===== config.mk =====
export PLATFORM = sky130hd
export DESIGN_NAME = as2650_wb_loader
export DESIGN_NICKNAME = d
export VERILOG_FILES = /design/src/rtl/as2650_wb_pkg.sv /design/src/rtl/as2650_wb_loader.sv
export SDC_FILE = /design/constraint.sdc
export NUM_CORES = 1
export LEC_CHECK = 0
export ABC_CLOCK_PERIOD_IN_PS = 5950
export BUFFER_PORTS_ARGS = -buffer_cell sky130_fd_sc_hd__buf_2
export CORE_ASPECT_RATIO = 2
export CORE_MARGIN = 2
export CORE_UTILIZATION = 52
export CTS_CLUSTER_SIZE = 25
export DETAILED_ROUTE_END_ITERATION = 6
export PLACE_DENSITY = 0.86
export RECOVER_POWER = 25
export SETUP_SLACK_MARGIN = 0.2
export SLEW_MARGIN = 20
export SYNTH_ARGS = -nofsm -noshare
export SYNTH_HDL_FRONTEND = slang
export SYNTH_SLANG_ARGS = --single-unit

===== constraint.sdc =====
create_clock -name wb_clk_i -period 5.95 [get_ports wb_clk_i]
set_clock_uncertainty 0.1 [all_clocks]
set_input_delay 1.19 -clock wb_clk_i [delete_from_list [all_inputs] [get_ports wb_clk_i]]
set_output_delay 1.19 -clock wb_clk_i [all_outputs]
set_load 0.01 [all_outputs]

===== src/rtl/as2650_wb_pkg.sv =====
// Shared definitions for the AS2650 Wishbone loader: register map,
// CTRL/STATUS bit positions and FSM state encoding.
package as2650_wb_pkg;

  localparam logic [1:0] REG_CTRL = 2'd0;
  localparam logic [1:0] REG_ADDR = 2'd1;
  localparam logic [1:0] REG_DATA = 2'd2;
  localparam logic [1:0] REG_STAT = 2'd3;

  localparam int CTRL_RUN     = 0;
  localparam int CTRL_AUTOINC = 1;
  localparam int STAT_BUSY    = 0;
  localparam int STAT_ERR     = 1;

  typedef enum logic [1:0] {
    ST_IDLE = 2'd0,
    ST_MEM  = 2'd1,
    ST_ACK  = 2'd2
  } state_t;

endpackage


===== src/rtl/as2650_wb_loader.sv =====
// Wishbone slave that holds the AS2650 in reset and gives firmware byte access
// to its memory port. Define AS2650_WB_TIMEOUT_EN to bound the mem_ack wait.
module as2650_wb_loader
  import as2650_wb_pkg::*;
#(
  parameter logic [31:0] BASE_ADDR      = 32'h3000_0000,
  parameter int          MEM_AW         = 15,
  parameter int          TIMEOUT_CYCLES = 255
) (
  input  logic              wb_clk_i,
  input  logic              wb_rst_i,
  input  logic              wbs_stb_i,
  input  logic              wbs_cyc_i,
  input  logic              wbs_we_i,
  input  logic [3:0]        wbs_sel_i,
  input  logic [31:0]       wbs_adr_i,
  input  logic [31:0]       wbs_dat_i,
  output logic              wbs_ack_o,
  output logic [31:0]       wbs_dat_o,
  output logic              cpu_rst_o,
  output logic              mem_req,
  output logic              mem_we,
  output logic [MEM_AW-1:0] mem_addr,
  output logic [7:0]        mem_wdata,
  input  logic [7:0]        mem_rdata,
  input  logic              mem_ack,
  output state_t            dbg_state
);

  // Handshakes: a bus request is accepted only in IDLE when stb&cyc hit our
  // window; wbs_ack_o answers it with a one-cycle pulse. On the memory side
  // mem_req is a level held with stable mem_* until mem_ack is sampled high.
  state_t            state;
  logic              run;
  logic              autoinc;
  logic              err;
  logic [MEM_AW-1:0] addr_q;
  logic              sel_hit;
  logic [1:0]        reg_idx;
  logic [31:0]       rd_val;
  logic [15:0]       addr_cur16;
  logic [15:0]       addr_new16;
  logic              unused_ok;

`ifdef AS2650_WB_TIMEOUT_EN
  localparam logic [7:0] TO_LAST = 8'(TIMEOUT_CYCLES - 1);
  logic [7:0] to_cnt;
`endif

  assign sel_hit   = wbs_stb_i & wbs_cyc_i & (wbs_adr_i[31:4] == BASE_ADDR[31:4]);
  assign reg_idx   = wbs_adr_i[3:2];
  assign cpu_rst_o = ~run;
  assign dbg_state = state;
  assign unused_ok = ^{wbs_adr_i[1:0], wbs_sel_i[3:2], wbs_dat_i[31:16], 8'(TIMEOUT_CYCLES)};

  // Byte-lane merge of the pointer; bits above MEM_AW fall away on truncation.
  assign addr_cur16 = 16'(addr_q);
  assign addr_new16 = {wbs_sel_i[1] ? wbs_dat_i[15:8] : addr_cur16[15:8],
                       wbs_sel_i[0] ? wbs_dat_i[7:0]  : addr_cur16[7:0]};

  always_comb begin
    rd_val = '0;
    case (reg_idx)
      REG_CTRL: begin
        rd_val[CTRL_RUN]     = run;
        rd_val[CTRL_AUTOINC] = autoinc;
      end
      REG_ADDR: rd_val = 32'(addr_q);
      REG_STAT: begin
        rd_val[STAT_BUSY] = (state != ST_IDLE);
        rd_val[STAT_ERR]  = err;
      end
      default: rd_val = '0;
    endcase
  end

  always_ff @(posedge wb_clk_i) begin
    if (wb_rst_i) begin
      state     <= ST_IDLE;
      wbs_ack_o <= 1'b0;
      wbs_dat_o <= '0;
      run       <= 1'b0;
      autoinc   <= 1'b1;
      err       <= 1'b0;
      addr_q    <= '0;
      mem_req   <= 1'b0;
      mem_we    <= 1'b0;
      mem_addr  <= '0;
      mem_wdata <= '0;
`ifdef AS2650_WB_TIMEOUT_EN
      to_cnt    <= '0;
`endif
    end else begin
      case (state)
        ST_IDLE: begin
          if (sel_hit) begin
            state     <= ST_ACK;
            wbs_ack_o <= 1'b1;
            wbs_dat_o <= wbs_we_i ? 32'h0 : rd_val;
            case (reg_idx)
              REG_CTRL: begin
                if (wbs_we_i && wbs_sel_i[0]) begin
                  run     <= wbs_dat_i[CTRL_RUN];
                  autoinc <= wbs_dat_i[CTRL_AUTOINC];
                end
              end
              REG_ADDR: begin
                if (wbs_we_i) addr_q <= addr_new16[MEM_AW-1:0];
              end
              REG_STAT: begin
                if (wbs_we_i && wbs_sel_i[0] && wbs_dat_i[STAT_ERR]) err <= 1'b0;
              end
              default: begin
                // DATA: the memory port belongs to the CPU while it runs.
                if (run) begin
                  err <= 1'b1;
                end else if (!wbs_we_i || wbs_sel_i[0]) begin
                  state     <= ST_MEM;
                  wbs_ack_o <= 1'b0;
                  mem_req   <= 1'b1;
                  mem_we    <= wbs_we_i;
                  mem_addr  <= addr_q;
                  if (wbs_we_i) mem_wdata <= wbs_dat_i[7:0];
`ifdef AS2650_WB_TIMEOUT_EN
                  to_cnt    <= '0;
`endif
                end
              end
            endcase
          end
        end
        ST_MEM: begin
          if (mem_ack) begin
            mem_req   <= 1'b0;
            state     <= ST_ACK;
            wbs_ack_o <= 1'b1;
            if (!mem_we) wbs_dat_o <= {24'h0, mem_rdata};
            if (autoinc) addr_q <= addr_q + MEM_AW'(1);
          end
`ifdef AS2650_WB_TIMEOUT_EN
          else if (to_cnt == TO_LAST) begin
            mem_req   <= 1'b0;
            err       <= 1'b1;
            state     <= ST_ACK;
            wbs_ack_o <= 1'b1;
            if (!mem_we) wbs_dat_o <= 32'hFFFF_FFFF;
          end else begin
            to_cnt <= to_cnt + 8'd1;
          end
`endif
        end
        ST_ACK: begin
          wbs_ack_o <= 1'b0;
          wbs_dat_o <= '0;
          state     <= ST_IDLE;
        end
        default: state <= ST_IDLE;
      endcase
    end
  end

endmodule


== Word-level counts from Yosys, hierarchy flattened ==
Index checks and enable logic that the tools add are counted.
Storage, ports and cells
  bits of input ports: 82
  register bits: 78
  output and inout port bits: 61
  logic and storage cells: 93
Operators by class
  mux-type cells: 36
  eq/ne operators: 17
  bitwise logic cells: 5
  add/subtract/negate cells: 1
  reductions and logical operators: 22
Operators with widths (count)
  2-to-1 mux 32 bit: 4
  one-hot mux 32 bit (3 select lines): 1
  2-to-1 mux 15 bit: 5
  one-hot mux 15 bit (2 select lines): 1
  == test 28 x 26 -> 1 bit (second input constant): 1
  inequality test 2 bit (second input constant): 11
  adder 15 x 1 -> 15 bit (second input constant): 1
  AND reduction 7 bit: 2
  2-to-1 mux 13 bit: 1
  2-to-1 mux 1 bit: 12
  AND reduction 6 bit: 2
  2-to-1 mux 2 bit: 5
  AND reduction 5 bit: 2
  2-to-1 mux 8 bit: 1
  AND reduction 4 bit: 2
  2-to-1 mux 7 bit: 1
  one-hot mux 2 bit (3 select lines): 1
  nonzero test 2 bit: 3
  == test 2 x 1 -> 1 bit (second input constant): 2
  == test 2 bit (second input constant): 2
  logical NOT 2 bit: 2
  one-hot mux 1 bit (2 select lines): 2
  one-hot mux 2 bit (2 select lines): 1
  inverter 1 bit: 3
  other kinds (11): 13

== Depth between registers and ports, before layout ==
Gate-level depths: netlist (run 1).
  word-level depth: 7
  gate-level depth with buffers: 9
  gate-level depth less buffers: 7

== Least setup slack after synthesis (run 1) ==
Ideal clock, no wire load.
  kind: input-to-reg
  start: in wbs_adr_i[8]
  end: reg addr_q[0]
  setup time: 131 ps
  buffers on the path: 0
  required time: 5719 ps
  setup slack: 3015 ps
  stages on the path: 5
  data arrival time: 2704 ps
  path through: or4_4 > nand4b_4 > o31a_1 > o311ai_2 > o41ai_2
On the way
  longest elaborated chain between the ends: 4
Ends and longest elaborated chain
  from (decl): line as2650_wb_loader.sv:16  | input logic [31:0] wbs_adr_i,
  == test 28 x 26 -> 1 bit: line as2650_wb_loader.sv:50  | assign sel_hit = wbs_stb_i & wbs_cyc_i & (wbs_adr_i[31:4] == BASE_ADDR[31:4]);
  AND 1 bit: line as2650_wb_loader.sv:50
  inequality test 2 bit (no line)
  AND reduction 7 bit (no line)
  to (signal assigned): line as2650_wb_loader.sv:108  | if (wbs_we_i) addr_q <= addr_new16[MEM_AW-1:0];
  to (signal assigned): line as2650_wb_loader.sv:138  | if (autoinc) addr_q <= addr_q + MEM_AW'(1);
  to (decl): line as2650_wb_loader.sv:37  | logic [MEM_AW-1:0] addr_q;
No other way between the ends.
A chain may end at the register's enable or synchronous reset.

== Worst setup path in the final report (run 1) ==
  start: in wbs_adr_i[8]
  end: reg wbs_dat_o[11]
On the way
  longest elaborated chain between the ends: 4
Ends and longest elaborated chain
  == test 28 x 26 -> 1 bit: line as2650_wb_loader.sv:50
  AND 1 bit: line as2650_wb_loader.sv:50
  inequality test 2 bit (no line)
  AND reduction 4 bit (no line)
  to (signal assigned): line as2650_wb_loader.sv:99  | wbs_dat_o <= wbs_we_i ? 32'h0 : rd_val;
  to (signal assigned): line as2650_wb_loader.sv:137  | if (!mem_we) wbs_dat_o <= {24'h0, mem_rdata};
  to (decl): line as2650_wb_loader.sv:19  | output logic [31:0] wbs_dat_o,
No other way between the ends.

==> metrics.md, run 1 <==
| Metric | Value |
|---|---|
| Tcrit/Tclk final | `54.0%` |
| CP required | `6030 ps` |
| Initial core utilization | `53.4%` |
| Worst setup EP type | `flop` |
| Buffers on Ports | `between 100 and 150` |
| Final hold vios | `0` |
| Total gr overflow | `0` |
| Gr usage total | `28.8%` |
| CP max FO | `12` |
| Switching part of the total | `22.3%` |
| Final setup margin | `2740 ps` |
| Die width | `60.7 um` |
| Most frequent cells in the layout | `buf_2, dfxtp_1, a21oi_1, o21ai_0, clkbuf_1` |
| GPL Wtd Cong | `0.912` |
| Setup TNS Final | `0 ps` |
| Leak | `1.56 nW` |
| Vias in the first global route | `3479` |
| Measured slew at the worst slew-check pin | `roughly 990 ps` |
| Slew margin rel. | `34.1%` |
| RSZ-0062 raised after global routing | `no` |
| Via count | `3545` |
| Chip height | `117 um` |
| Syn Inst Count | `404` |
| Worst Hold Launch | `wbs_dat_o[8]$_SDFFE_PP0P_` |
| DR DRC count | `0` |
| H-tree depth | `3` |
| CTS Hold Bufs | `0` |
| Startpoint type of the worst setup path | `primary input` |
| Most common cell after layout, fill and taps aside | `buf_2` |
| Reg-to-Reg Start | `dbg_state[0]$_SDFFE_PP0P_` |
| Synth unique cells | `56` |
| Via-to-Cell Ratio | `around 6.1` |
| Fillcell total | `580` |
| Die area | `~7100 um^2` |
| Worst setup path startpoint | `wbs_adr_i[8]` |
| CTS root buffer | `clkbuf_16` |
| Layout cells sized above 1 | `21.6%` |
| Hold WC Path Type | `reg -> reg` |
| Synthesized cell area | `~3300 um^2` |
| Clock sink count | `61` |
| Worst-Skew Late Latency | `330 ps` |
| Max IR drop VDD | `0.203 mV` |
| Status | `finished clean` |
| Largest net degree at the start of global routing | `59` |
| Seq cells post-synth | `61` |
| Iteration-0 DRC Markers | `about 270` |
| Pint | `766 uW` |
| Drt total wl | `9.68 mm` |
| Worst slack at placement | `approximately 2400 ps` |
| Register clock-pin slew on the reported worst setup and hold paths | `~50 ps` |
| Initial antenna violation count | `0` |
| Final Setup Violations | `0` |
| Minimum hold slack | `353 ps` |
| Total CTS buffers | `9` |
| CTS tree | `yes` |
| Max-Cap Viols | `0` |
| Post-CTS Repair Setup Buffers | `0` |
| Net Switching | `roughly 220 uW` |
| Clock power frac | `roughly 52%` |
| Sequential area share after synthesis | `36.6%` |
| Core region area | `6260 um^2` |
| Final Total Pwr | `roughly 990 uW` |
| WP data arrival | `around 3300 ps` |
| Final antenna-violating net count | `0` |
| EDFF count, synth | `0` |
| 1st-pass router iterations | `5` |
| Sequential Power Share | `41.5%` |
| Post-synth ARST share | `0%` |
| F_max | `311 MHz` |
| Nets | `577` |
| FP Rows | `41` |
| Synthesis Warnings | `0` |
| Gate power share | `6.3%` |
| Slew Limit Fails | `0` |
| Fin crit period | `approximately 3200 ps` |
| Worst setup path category | `in -> reg` |
| Main synth FF type | `dfxtp_1` |
| Detailed Place HPWL | `7.04 mm` |
| Inserted Diodes | `0` |
| Clock Path Buffers | `2` |
| I/O pins | `about 140` |
| DR WL/cell | `16.6 um` |
| Avg Cell Area, Syn | `8.27 um^2` |
| CTS-repair resized insts | `0` |
| First-pass GRT wire length | `~16 mm` |
| Pwr dens | `between 200 and 250 nW/um^2` |
| P&R area growth vs syn | `21.7%` |
[final timing paths]
check        cells after the start                         end  slack [ps]
min                              2   wbs_dat_o[8]$_SDFFE_PP0P_         350
max reg2reg                      6      addr_q[8]$_SDFFE_PP0P_        3010
min reg2reg                      2   wbs_dat_o[8]$_SDFFE_PP0P_         350
max                              6  wbs_dat_o[11]$_SDFFE_PP0P_        2740
[state kept, by name (all words and copies together) (netlist names)]
name and cells:
wbs_ack_o 1, mem_we 1, mem_req 1, dbg_state 2
mem_addr 15, run 1, autoinc 1, err 1
addr_q 15, mem_wdata 8, wbs_dat_o 15
[layer usage]
metal | global-route usage (%) | wire length, um
met3 | 4.52 | 666
met1 | 32.7 | 3500
met5 | 0 | 0
met4 | 19.2 | 438
met2 | 46.8 | 5070
[critical path, cell delays in order]
cell and delay [ps]:
buf_2 90, or4_4 540, nor3_4 160, a31oi_1 340, nor2_1 780, o21ai_0 190
[logic make-up (layout without fill, tap and decap cells)]
group           after synthesis  after routing  share of synthesized area (%)
buf+inv                      58            134                           8.92
simple gates                123            123                           20.5
fa+ha+maj                     4              4                           1.50
compound gates              144            144                           28.6
flops                        61             61                           36.6
mux                          13             13                           3.90
other cells                   1             17                          0.112
[Yosys cell counts (9+ instances only)]
| cell type | instances | area share, % |
|---|---|---|
| nand3_1 | 24 | 3.6 |
| clkbuf_1 | 20 | 2.2 |
| a211oi_1 | 12 | 2.7 |
| nor2_1 | 21 | 2.4 |
| inv_1 | 11 | 1.2 |
| buf_4 | 19 | 4.3 |
| a21oi_1 | 45 | 6.7 |
| mux2i_1 | 13 | 3.9 |
| nand2_1 | 24 | 2.7 |
| o21ai_0 | 34 | 5.1 |
| and3_1 | 9 | 1.7 |
| dfxtp_1 | 61 | 37 |
[power by group through the flow]
| stage | clock network (mW) | registers [mW] | logic [mW] |
|---|---|---|---|
| after floorplan | 0 | 0.417 | 0.0380 |
| after global placement | 0 | 0.417 | 0.0588 |
| after detailed placement | 0 | 0.417 | 0.0603 |
| after CTS | 0.517 | 0.409 | 0.0607 |
| after global routing | 0.537 | 0.408 | 0.0674 |
| final | 0.515 | 0.409 | 0.0618 |
[area by class of cell]
type / instances / area, um^2 / share of cell area [%]
multi-input combinational: 301 / 1890 / 46.5
sequential: 61 / 1220 / 30.0
timing repair buffer: 107 / 510 / 12.6
clock buffer: 12 / 246 / 6.06
tap: 86 / 108 / 2.65
clock inverter: 4 / 47.5 / 1.17
inverter: 11 / 41.3 / 1.02
[metrics by stage]
stage | cells | utilization, % | area (um^2)
after floorplan | 420 | - | 3400
after global placement | 566 | 60.7 | 3800
after detailed placement | 566 | 60.8 | 3800
after CTS | 582 | 65.5 | 4100
after global routing | 582 | 65.0 | 4070
final | 582 | 65.0 | 4070
Power figures use the tool's default switching activity.
==> run 2: changes to the inputs <==
--- a/config.mk
+++ b/config.mk
@@ -5,14 +5,15 @@
 export SDC_FILE = /design/constraint.sdc
 export NUM_CORES = 1
 export LEC_CHECK = 0
-export ABC_CLOCK_PERIOD_IN_PS = 5950
+export ABC_AREA = 1
+export ABC_CLOCK_PERIOD_IN_PS = 3300
 export BUFFER_PORTS_ARGS = -buffer_cell sky130_fd_sc_hd__buf_2
 export CORE_ASPECT_RATIO = 2
 export CORE_MARGIN = 2
-export CORE_UTILIZATION = 52
+export CORE_UTILIZATION = 49
 export CTS_CLUSTER_SIZE = 25
 export DETAILED_ROUTE_END_ITERATION = 6
-export PLACE_DENSITY = 0.86
+export PLACE_DENSITY = 0.81
 export RECOVER_POWER = 25
 export SETUP_SLACK_MARGIN = 0.2
 export SLEW_MARGIN = 20
==> constraint.sdc (replaced) <==
create_clock -name wb_clk_i -period 3.3 [get_ports wb_clk_i]
set_clock_uncertainty 0.1 [all_clocks]
set_input_delay 0.66 -clock wb_clk_i [delete_from_list [all_inputs] [get_ports wb_clk_i]]
set_output_delay 0.66 -clock wb_clk_i [all_outputs]
set_load 0.01 [all_outputs]
==> run 2 against run 1 <==
  * Die area increased by 12%
  * Global-route usage decreased by 5.5 points
  * Critical path depth increased by 2
  * Critical path type is now reg -> reg
==> metrics.md, run 2 <==
| Metric | Value |
|---|---|
| Synth unique cells | `36` |
| First-pass GRT wire length | `14.8 mm` |
| Fin crit period | `2180 ps` |
| Avg Cell Area, Syn | `about 6.3 um^2` |
| Startpoint type of the worst setup path | `flop` |
| RSZ-0062 raised after global routing | `no` |
| Post-synth ARST share | `0%` |
| Top delay family on crit path | `simple AND/OR/NAND/NOR gates` |
| Final Util | `between 60% and 70%` |
| I/O pins | `143` |
| Multi-input gate area | `1790 um^2` |
| CP required | `3470 ps` |
| Worst-Skew Late Latency | `330 ps` |
| CP max FO | `18` |
| CTS root buffer | `clkbuf_16` |
| Status | `finished clean` |
| EDFF count, synth | `0` |
| Buffers on Ports | `104` |
| Max-Cap Viols | `0` |
| Final antenna-violating net count | `0` |
| Gate power share | `roughly 16%` |
| Die width | `~64 um` |
| Post-CTS Repair Setup Buffers | `0` |
| Worst setup path category | `reg -> reg` |
| Max stage delay cell, worst path | `or2_1` |
| DR DRC count | `0` |
| Top cell types by occurrence after synthesis | `nand2_1, inv_1, nor2_1` |
| Switching part of the total | `between 20% and 30%` |
| Hold WC Path Type | `reg -> reg` |
| WP data arrival | `between 2000 and 2500 ps` |
| CTS Hold Bufs | `0` |
| Pwr dens | `475 nW/um^2` |
| Final hold vios | `0` |
| Nets | `746` |
| Critical path depth in cells | `8` |
| Total CTS buffers | `9` |
| Core region area | `6990 um^2` |
| Seq. cell area | `1220 um^2` |
| Seq cells post-synth | `61` |
| Worst setup EP type | `flop` |
| Main synth FF type | `dfxtp_1` |
| Net Switching | `around 570 uW` |
| Fillcell total | `700` |
| Critical path buffer and inverter count | `2` |
| Chip height | `124 um` |
| Hold Crit Depth | `2` |
| Most frequent cells in the layout | `nand2_1, inv_1, buf_2, nor2_1, dfxtp_1` |
| Synthesized cell area | `3540 um^2` |
| Layout cells sized above 1 | `17.2%` |
| 1st-pass router iterations | `5` |
| Clock sink count | `between 60 and 70` |
| Slew Limit Fails | `0` |
| Gr usage total | `a little under a quarter` |
| Largest registers | `addr_q (15), mem_addr (15), wbs_dat_o (15)` |
| P&R area growth vs syn | `20.8%` |
| Sequential area share after synthesis | `34.5%` |
| Register clock-pin slew on the reported worst setup and hold paths | `50 ps` |
| Synthesis Warnings | `0` |
| Leak | `2.09 nW` |
| Most frequent cell after synthesis | `nand2_1` |
| GPL Wtd Cong | `0.868` |
| Initial antenna violation count | `0` |
| Initial core utilization | `50.6%` |
| FF-to-FF path depth | `8` |
| F_max | `~460 MHz` |
| Inserted Diodes | `0` |
| Total gr overflow | `0` |
| Vias in the first global route | `between 3000 and 4000` |
| Pint | `roughly 1.5 mW` |
| Max IR drop VDD | `about 0.37 mV` |
| Syn Inst Count | `around 560` |
| DR WL/cell | `11.8 um` |
| Synth top area share | `approximately 34%` |
| Sequential Power Share | `39.3%` |
| Top post-synthesis cells by area | `dfxtp_1, nand2_1, inv_1` |
| Detailed Place HPWL | `6.74 mm` |
| H-tree depth | `3` |
| Iteration-0 DRC Markers | `189` |
| Tcrit/Tclk final | `between 60 and 70%` |
| Final Setup Violations | `0` |
| Largest net degree at the start of global routing | `45` |
| Drt total wl | `8.91 mm` |
| CTS tree | `yes` |
| Via-to-Cell Ratio | `about 4.9` |
| Most common cell after layout, fill and taps aside | `nand2_1` |
| Minimum hold slack | `343 ps` |
| Most frequent CP cell | `nand2_1` |
| CP cell instances | `inv_1 -> ha_1 -> inv_2 -> or2_1 -> nand4_2 -> nand2_1 -> nand2_1 -> nor2_1` |
| FP Rows | `43` |
| Die area | `7960 um^2` |
| CTS-repair resized insts | `0` |
| Crit-path max cell delay | `420 ps` |
| Clock Path Buffers | `2` |
| Via count | `3682` |
| Clock power frac | `between 40% and 50%` |
| Yosys top cell by area | `dfxtp_1` |
| Setup TNS Final | `0 ps` |
[run 2: worst paths after layout]
check,start,end,slack [ps]
hold reg to reg,wbs_dat_o[0]$_SDFFE_PP0P_,wbs_dat_o[0]$_SDFFE_PP0P_,340
setup reg to reg,dbg_state[1]$_SDFFE_PP0P_,addr_q[12]$_SDFFE_PP0P_,1120
hold / removal,wbs_dat_o[0]$_SDFFE_PP0P_,wbs_dat_o[0]$_SDFFE_PP0P_,340
setup / recovery,dbg_state[1]$_SDFFE_PP0P_,addr_q[12]$_SDFFE_PP0P_,1120
[run 2: worst register-to-register path, delay by kind of cell (launching register included)]
family / cells / cell delay [ps]
flops: 1 / 340
simple gates: 5 / 1140
buf+inv: 2 / 340
fa+ha+maj: 1 / 210
[run 2: final cells by class]
class                      instances  area share, %
clock buffer                      13           6.55
multi-input combinational        388           41.9
inverter                          92           8.13
sequential                        61           28.5
timing repair buffer             108           12.1
tap                               90           2.63
clock inverter                     1          0.117
[run 2: power groups by stage]
| stage | registers (mW) | logic (mW) | clock network (mW) |
|---|---|---|---|
| finish | 0.798 | 0.333 | 0.899 |
| floorplan | 0.814 | 0.245 | 0 |
| global route | 0.802 | 0.377 | 0.941 |
| CTS | 0.798 | 0.336 | 0.903 |
| detailed placement | 0.813 | 0.334 | 0 |
| global placement | 0.812 | 0.324 | 0 |
[run 2: metrics by stage]
stage	cell area (um^2)	power, mW	std cells	setup slack, ps
global route	4280	2.12	753	852
global placement	4030	1.14	739	832
finish	4280	2.03	753	1120
detailed placement	4030	1.15	739	821
floorplan	3600	1.06	580	1480
CTS	4310	2.04	753	1090
[run 2: logic make-up (layout without fill, tap and decap cells)]
logic type	count (synthesis)	after routing	share of synthesized area [%]
simple gates	282	282	34.5
other cells	1	17	0.106
flops	61	61	34.5
buf+inv	131	214	16.6
xor+xnor	2	2	0.495
compound gates	83	83	12.4
fa+ha+maj	4	4	1.41
[run 2: metal layers]
metal | GRT usage, % | routed length [um] | share of wire [%]
met1 | 23.9 | 3430 | 38
met2 | 42.3 | 4670 | 52
met3 | 6.33 | 605 | 6.8
met4 | 10.6 | 200 | 2.2
met5 | 0 | 0 | 0
